===== config.mk =====
export PLATFORM = sky130hd
export DESIGN_NAME = dice_game
export DESIGN_NICKNAME = d
export VERILOG_FILES = /design/src/rtl/dice_game_pkg.sv /design/src/rtl/dice_sum_classify.sv /design/src/rtl/dice_game.sv
export SDC_FILE = /design/constraint.sdc
export NUM_CORES = 1
export LEC_CHECK = 0
export CAP_MARGIN = 5
export CORE_AREA = 5 5 42 44
export DETAILED_ROUTE_END_ITERATION = 16
export DIE_AREA = 0 0 47 49
export HOLD_SLACK_MARGIN = 0.15
export MAX_ROUTING_LAYER = met4
export PLACE_DENSITY = 0.71
export SYNTH_ARGS = -nofsm -noshare
export SYNTH_HDL_FRONTEND = slang
export SYNTH_SLANG_ARGS = --single-unit

===== constraint.sdc =====
create_clock -name clk -period 3.7 [get_ports clk]
set_input_delay 0.37 -clock clk [delete_from_list [all_inputs] [get_ports clk]]
set_output_delay 0.37 -clock clk [all_outputs]
set_load 0.005 [all_outputs]

===== src/rtl/dice_game_pkg.sv =====
// Shared types and constants for the craps-style dice game controller.
package dice_game_pkg;

    localparam int unsigned DEF_SUM_W  = 4;
    localparam int unsigned SUM_SEVEN  = 7;
    localparam int unsigned SUM_ELEVEN = 11;
    localparam int unsigned SUM_MIN    = 2;
    localparam int unsigned SUM_MAX    = 12;

    typedef enum logic [2:0] {
        IDLE       = 3'd0,
        ROLL1      = 3'd1,
        POINT_WAIT = 3'd2,
        ROLL2      = 3'd3,
        WIN        = 3'd4,
        LOSE       = 3'd5
    } state_t;

    // Craps set {2, 3, 12}: an immediate loss on the come-out roll.
    function automatic logic is_craps_sum(input int unsigned s);
        return (s == 2) || (s == 3) || (s == 12);
    endfunction

endpackage


===== src/rtl/dice_sum_classify.sv =====
// Combinational classification of a dice sum against the game rules and the latched point.
module dice_sum_classify
    import dice_game_pkg::*;
#(
    parameter int unsigned SUM_W = DEF_SUM_W
) (
    input  logic [SUM_W-1:0] sum,
    input  logic [SUM_W-1:0] point,
    output logic             is_natural,
    output logic             is_craps,
    output logic             is_seven,
    output logic             is_point_match,
    output logic             is_legal
);

    assign is_seven       = (sum == SUM_W'(SUM_SEVEN));
    assign is_natural     = is_seven || (sum == SUM_W'(SUM_ELEVEN));
    assign is_craps       = is_craps_sum(32'(sum));
    assign is_point_match = (sum == point);
    assign is_legal       = (sum >= SUM_W'(SUM_MIN)) && (sum <= SUM_W'(SUM_MAX));

endmodule


===== src/rtl/dice_game.sv =====
// Craps game sequencer: tracks come-out and point rolls, latches the point,
// and holds a sticky win/lose result until reset.
module dice_game
    import dice_game_pkg::*;
#(
    parameter int unsigned SUM_W = DEF_SUM_W
) (
    input  logic             clk,
    input  logic             reset,
    input  logic             rb,
    input  logic [SUM_W-1:0] sum,
    output logic             roll,
    output logic             win,
    output logic             lose
);

    state_t           state;
    logic [SUM_W-1:0] point;
    logic             is_natural;
    logic             is_craps;
    logic             is_seven;
    logic             is_point_match;
    logic             is_legal;

    dice_sum_classify #(.SUM_W(SUM_W)) u_classify (
        .sum            (sum),
        .point          (point),
        .is_natural     (is_natural),
        .is_craps       (is_craps),
        .is_seven       (is_seven),
        .is_point_match (is_point_match),
        .is_legal       (is_legal)
    );

    // Outputs are registered alongside the state so they always mirror it.
    always_ff @(posedge clk) begin
        if (reset) begin
            state <= IDLE;
            point <= '0;
            roll  <= 1'b0;
            win   <= 1'b0;
            lose  <= 1'b0;
        end else begin
            case (state)
                IDLE: begin
                    if (rb) begin
                        state <= ROLL1;
                        roll  <= 1'b1;
                    end
                end
                ROLL1: begin
                    if (!rb) begin
                        roll <= 1'b0;
                        if (is_natural) begin
                            state <= WIN;
                            win   <= 1'b1;
                        end else if (is_craps) begin
                            state <= LOSE;
                            lose  <= 1'b1;
                        end else if (is_legal) begin
                            state <= POINT_WAIT;
                            point <= sum;
                        end else begin
                            state <= IDLE;
                        end
                    end
                end
                POINT_WAIT: begin
                    if (rb) begin
                        state <= ROLL2;
                        roll  <= 1'b1;
                    end
                end
                ROLL2: begin
                    if (!rb) begin
                        roll <= 1'b0;
                        // Point match takes priority over seven.
                        if (is_point_match) begin
                            state <= WIN;
                            win   <= 1'b1;
                        end else if (is_seven) begin
                            state <= LOSE;
                            lose  <= 1'b1;
                        end else begin
                            state <= POINT_WAIT;
                        end
                    end
                end
                WIN, LOSE: begin
                    state <= state;
                end
                default: begin
                    state <= IDLE;
                    roll  <= 1'b0;
                    win   <= 1'b0;
                    lose  <= 1'b0;
                end
            endcase
        end
    end

endmodule


==> results_dict.tcl, run 1 <==
set metrics [dict create \
    fin_nets 92 \
    clk_latency_ns 0.27 \
    die_h_um 49 \
    hpwl_um 932 \
    grt_pass1_wl_um 2170 \
    regArea_um2 200 \
    rsz0062_at_grt "no" \
    multi_input_comb_area_um2 375 \
    drtAntennaViolNets 0 \
    worst_hold_path_type "reg2reg" \
    yosysWarningCount 0 \
    gp_congestion 0.829 \
    num_vias 576 \
    ir_drop_mv 0.229 \
    area_delta_synth_final_pct 17.4 \
    max_slew_margin_pct 72.9 \
    antenna_found_initial 0 \
    syn-mean-instance-area_um2 8.11 \
    ys_types 33 \
    switchingPower_mw 0.0857 \
    met2_usage_pct 17.0 \
    die_w_um 47 \
    status "completed" \
    row_count 14 \
    crit_path_start_kind "primary input" \
    synthTopCellsByArea "dfxtp_1, xor2_1, nor2_1" \
    ys_async_sr_fraction_pct 0 \
    drv_slew 0 \
    mappedNetlistArea_um2 624 \
    drive_gt1_share_pct 10.7 \
    portBuffers 9 \
    cts-resized-gates 0 \
    skew_ns 0.00194 \
    worstMarginPinSlew_ns 0.406 \
    p_int_mw 0.213 \
    use_met3_pct 2.21 \
    pwr-share-clk_pct 33.3 \
    placed_area_um2 697 \
    synth_edf_count 0 \
    post_cts.repair.setup_buffers 0 \
    power_frac_seq_pct 43.5 \
    gr-total-overflow 0 \
    grt_pass1_vias 522 \
    antenna_cells 0 \
    hold_violations 0 \
    initial_utilization_pct 44.6 \
    grt_busiest_layer "met1" \
    numCtsBuffers 3 \
    cts_root_buf "clkbuf_4" \
    setup_viol 0 \
    core-area_um2 1400 \
    p_leak_nw 0.300 \
    drtPass1Iterations 4 \
    finalInstanceArea_um2 733 \
    cts_buffer_depth 2 \
    synth_top_area_share_pct 32.1 \
    ioPinCount 10 \
    die_area_um2 2300 \
    fin_crit_sh_pct 52.2 \
    synth_ff_type "dfxtp_1" \
    combPwrFrac_pct 23.2 \
    cts_tree "yes" \
    syn-instance-count 77 \
    avgViaCountPerCell 5.76 \
    seq_area_frac_synth_pct 32.1 \
    crit_arrival_ns 2.08 \
    synth_nets 84 \
    worstPathRequired_ns 3.85 \
    fin_crit_ns 1.93 \
    grt_usage_pct 13.2 \
    wl_per_cell_um 12.6 \
    worstSetupPathType "in2reg" \
    cap_violations 0 \
    fin_tns_setup_ns 0 \
    drtIter0Drc 18 \
    cts.sinks 10 \
    p_per_area_nw_per_um2 408 \
    wirelength_um 1260 \
    cts_hold_buf 0 \
    grt_max_degree 11 \
    synth_seq_cells 10 \
    clk_pin_slew_worst_paths_ns 0.07 \
    path_max_fanout 7 \
    synth_top_cell_by_area "dfxtp_1" \
    grt.met1_usage_pct 17.7 \
    drc 0 \
    cp-end-kind "register" \
    clock.fmax_mhz 518 \
    netSwitchingFraction_pct 28.7 \
    htreeDepth 1 \
    fill_cells 146 \
]
[routing by layer]
layer	wire [um]	up-vias
li1	-	286
met1	624	275
met2	527	11
met3	63	4
met4	42	0
met5	0	-
[cell families after synthesis]
logic type	after synthesis	share of synthesized area [%]
AO/OA/AOI/OAI	23	26.3
XOR/XNOR	5	7.01
buffers and inverters	9	7.81
flip-flops	10	32.1
multiplexers	2	3.21
AND/OR/NAND/NOR	28	23.6
[path summary, 6_finish.rpt]
kind                                       startpoint  slack (ns)               endpoint  cells past startpoint
worst max-delay path                           sum[1]        1.77  state[0]$_SDFFE_PP0P_                      6
worst min-delay path            point[2]$_SDFFE_PP0P_        0.47  point[2]$_SDFFE_PP0P_                      2
worst max register to register  point[1]$_SDFFE_PP0P_        2.10  state[0]$_SDFFE_PP0P_                      5
worst min register to register  point[2]$_SDFFE_PP0P_        0.47  point[2]$_SDFFE_PP0P_                      2
[worst max-delay path: stages]
cell	delay, ns
clkdlybuf4s50_1	0.52
xor2_1	0.20
o41a_1	0.46
a221o_1	0.37
o211ai_2	0.08
a21oi_2	0.07
[through the flow]
step | total power, mW | instances | hold WS (ns) | worst slack, ns | util, %
6_report | 0.299 | 100 | 0.471 | 1.77 | 52.3
3_3_place_gp | 0.200 | 96 | 0.448 | 1.52 | 49.7
4_1_cts | 0.300 | 100 | 0.472 | 1.78 | 52.3
5_1_grt | 0.319 | 100 | 0.490 | 1.71 | 52.3
3_5_place_dp | 0.201 | 96 | 0.458 | 1.50 | 49.7
2_1_floorplan | 0.180 | 77 | 0.446 | 2.07 | -
[cell type report]
type	count	area share [%]
Sequential cell	10	27.3
Timing Repair Buffer	9	12.3
Inverter	3	1.54
Multi-Input combinational cell	58	51.2
Tap cell	16	2.73
Clock buffer	4	4.95
[flip-flops by register name (all words and copies together) (netlist names)]
signal  count
lose        1
roll        1
state       3
win         1
point       4
[Yosys cell counts (2+ instances only)]
cell type	count
xor2_1	5
mux2i_1	2
dfxtp_1	10
nor2_1	11
or2_2	2
nand4_1	2
inv_1	3
a21o_1	2
buf_2	3
nor3_1	2
nor2b_1	4
o21ai_0	4
a21oi_1	5
nand2_1	3
[power groups by stage]
| stage | clock (mW) | combinational, mW | sequential [mW] |
|---|---|---|---|
| global placement | 0 | 0.0684 | 0.132 |
| finish | 0.0994 | 0.0694 | 0.130 |
| floorplan | 0 | 0.0545 | 0.126 |
| global route | 0.110 | 0.0773 | 0.132 |
| CTS | 0.101 | 0.0695 | 0.130 |
| detailed placement | 0 | 0.0692 | 0.132 |
[placed cells by master (no fill, tap or decap), types with 2 or more instances in the layout]
master           netlist  routed
nor2_1                11      11
xor2_1                 5       5
o21ai_0                4       4
nand4_1                2       2
nor2b_1                4       4
mux2i_1                2       2
clkbuf_4               0       3
or2_2                  2       2
clkdlybuf4s50_1        0       9
nor3_1                 2       2
dfxtp_1               10      10
nand2_1                3       3
a21oi_1                5       5
inv_1                  3       3
a21o_1                 2       2
Note: power is estimated with default switching activity, not from simulation.
==> run 2, diff against run 1 <==
--- a/config.mk
+++ b/config.mk
@@ -6,12 +6,12 @@
 export NUM_CORES = 1
 export LEC_CHECK = 0
 export CAP_MARGIN = 5
-export CORE_AREA = 5 5 42 44
+export CORE_MARGIN = 5
+export CORE_UTILIZATION = 45
 export DETAILED_ROUTE_END_ITERATION = 16
-export DIE_AREA = 0 0 47 49
 export HOLD_SLACK_MARGIN = 0.15
 export MAX_ROUTING_LAYER = met4
-export PLACE_DENSITY = 0.71
+export PLACE_DENSITY = 0.72
 export SYNTH_ARGS = -nofsm -noshare
 export SYNTH_HDL_FRONTEND = slang
 export SYNTH_SLANG_ARGS = --single-unit
==> constraint.sdc (replaced) <==
create_clock -name clk -period 1.55 [get_ports clk]
set_input_delay 0.155 -clock clk [delete_from_list [all_inputs] [get_ports clk]]
set_output_delay 0.155 -clock clk [all_outputs]
set_load 0.005 [all_outputs]
==> run 2 against run 1 <==
Net effect: die area is 3.1% lower; via count increased by 7.6%; non-clock buffer count up 13; sequential power up 130%; wire length is 14% higher; largest power group unchanged.
==> results_dict.tcl, run 2 (synthesis results as in run 1) <==
set metrics [dict create \
    path_max_fanout 2 \
    hold_violations 0 \
    finalPower_mw 0.695 \
    fin_nets 105 \
    worstSetupPathType "reg2reg" \
    holdPathStages 4 \
    hpwl_um 1100 \
    htreeDepth 1 \
    gr-total-overflow 0 \
    drtAntennaViolNets 0 \
    initial_utilization_pct 48.0 \
    clk_pin_slew_worst_paths_ns 0.06 \
    ir_drop_mv 0.580 \
    finalCoreUtilization_pct 63.1 \
    placed_area_um2 793 \
    crit_arrival_ns 1.70 \
    cts.sinks 10 \
    slowest_delay_ns 0.45 \
    antenna_cells 0 \
    dp_worst_setup_slack_ns -0.367 \
    worstMarginPinSlew_ns 0.373 \
    core-area_um2 1300 \
    cp-end-kind "register" \
    wirelength_um 1440 \
    grt_usage_pct 17.0 \
    avgViaCountPerCell 5.59 \
    max_slew_margin_pct 75.1 \
    status "completed" \
    top_register "point" \
    grt_pass1_wl_um 2610 \
    die_h_um 47.3 \
    dp_cells 108 \
    wl_per_cell_um 13.0 \
    grt_max_degree 8 \
    largest_register_ffs 4 \
    die_w_um 47.3 \
    regToRegSetupSlack_ns 0.001 \
    clock.fmax_mhz 646 \
    num_vias 620 \
    p_per_area_nw_per_um2 847 \
    cts_tree "yes" \
    drtIter0Drc 14 \
    p_leak_nw 0.364 \
    cts_buffer_depth 2 \
    min_from "sum[1]" \
    reg2reg_to "state[0]$_SDFFE_PP0P_" \
    fill_cells 121 \
    holdPathEnd "point[1]$_SDFFE_PP0P_" \
    crit_path_start_kind "register" \
    drtPass1Iterations 4 \
    grt_pass1_vias 598 \
    drc 0 \
    row_count 13 \
    ioPinCount 10 \
    cp_slowest_cell "o41a_1" \
    holdWs_ns 0.415 \
    cts_hold_buf 0 \
    drv_slew 0 \
    drive_gt1_share_pct 22.9 \
    reg2reg_depth 5 \
    fin_crit_ns 1.55 \
    gp_congestion 0.843 \
    post_cts.repair.setup_buffers 0 \
    setup_viol 0 \
    layout_setup_ws_ns 0.00112 \
    finalInstanceArea_um2 821 \
    cp_cell_sequence "xor2_1 -> o41a_1 -> a221o_1 -> o211ai_2 -> a21oi_2" \
    cts_root_buf "clkbuf_4" \
    fin_crit_sh_pct 99.9 \
    worstPathRequired_ns 1.70 \
    fin_cells 111 \
    area_delta_synth_final_pct 31.5 \
    r2r-start "point[1]$_SDFFE_PP0P_" \
    portBuffers 9 \
    skew_ns 0.000969 \
    cap_violations 0 \
    worst_hold_path_type "in2reg" \
    rsz0062_at_grt "yes" \
    die_area_um2 2230 \
    final_cell_mix "nor2_1, buf_4, dfxtp_1" \
    antenna_found_initial 0 \
    clk_latency_ns 0.26 \
    layout_top_registers "point: 4 flops, state: 3 flops" \
    numCtsBuffers 3 \
    fin_tns_setup_ns 0 \
]
==> run 2: changes by cell type in the layout (fill, tap and decap cells not counted), moves of 2 or more <==
cell,previous run,this run
dlygate4sd2_1,0,3
buf_4,0,11
clkdlybuf4s50_1,9,6
buf_6,0,2
==> run 2: per-layer routing <==
| layer | global-route usage, % | share of wire (%) | wire length (um) |
|---|---|---|---|
| met4 | 6.63 | 1.5 | 21 |
| met5 | - | 0 | 0 |
| met3 | 3.83 | 7.2 | 104 |
| met1 | 23.1 | 51 | 729 |
| met2 | 24.1 | 41 | 583 |
==> run 2: area by class of cell <==
cell class	count	area, um^2	share of cell area (%)
clock buffer	3	22.5	2.74
inverter	3	11.3	1.37
multi-input combinational	58	375	45.7
sequential	10	201	24.5
tap	15	18.8	2.29
timing repair buffer	22	191	23.3
==> run 2: power by group <==
| group | internal, mW | switching (mW) | leakage (nW) |
|---|---|---|---|
| Combinational | 0.116 | 0.0991 | 0.268 |
| Sequential | 0.280 | 0.0228 | 0.0821 |
| Clock | 0.0898 | 0.0876 | 0.0138 |
==> run 2: how the worst max path moves through the flow <==
stage | startpoint | end | slack, ns
after floorplan | point[1]$_SDFFE_PP0P_ | state[0]$_SDFFE_PP0P_ | 0.03
after global placement | sum[3] | state[0]$_SDFFE_PP0P_ | -0.32
after detailed placement | sum[3] | state[0]$_SDFFE_PP0P_ | -0.37
after CTS | point[1]$_SDFFE_PP0P_ | state[0]$_SDFFE_PP0P_ | 0.003
after global routing | point[1]$_SDFFE_PP0P_ | state[0]$_SDFFE_PP0P_ | -0.07
final | point[1]$_SDFFE_PP0P_ | state[0]$_SDFFE_PP0P_ | 0.001
==> run 2: timing repair <==
action / CTS / global route
setup endpoints to repair: 6 / 3
gates resized for setup: 5 / 2
pin swaps: 2 / 0
==> run 2: worst max-delay path: cells and delay by family (launching register included) <==
family / cells / cell delay [ns]
AO/OA/AOI/OAI: 4 / 0.95
flip-flops: 1 / 0.32
XOR/XNOR: 1 / 0.16
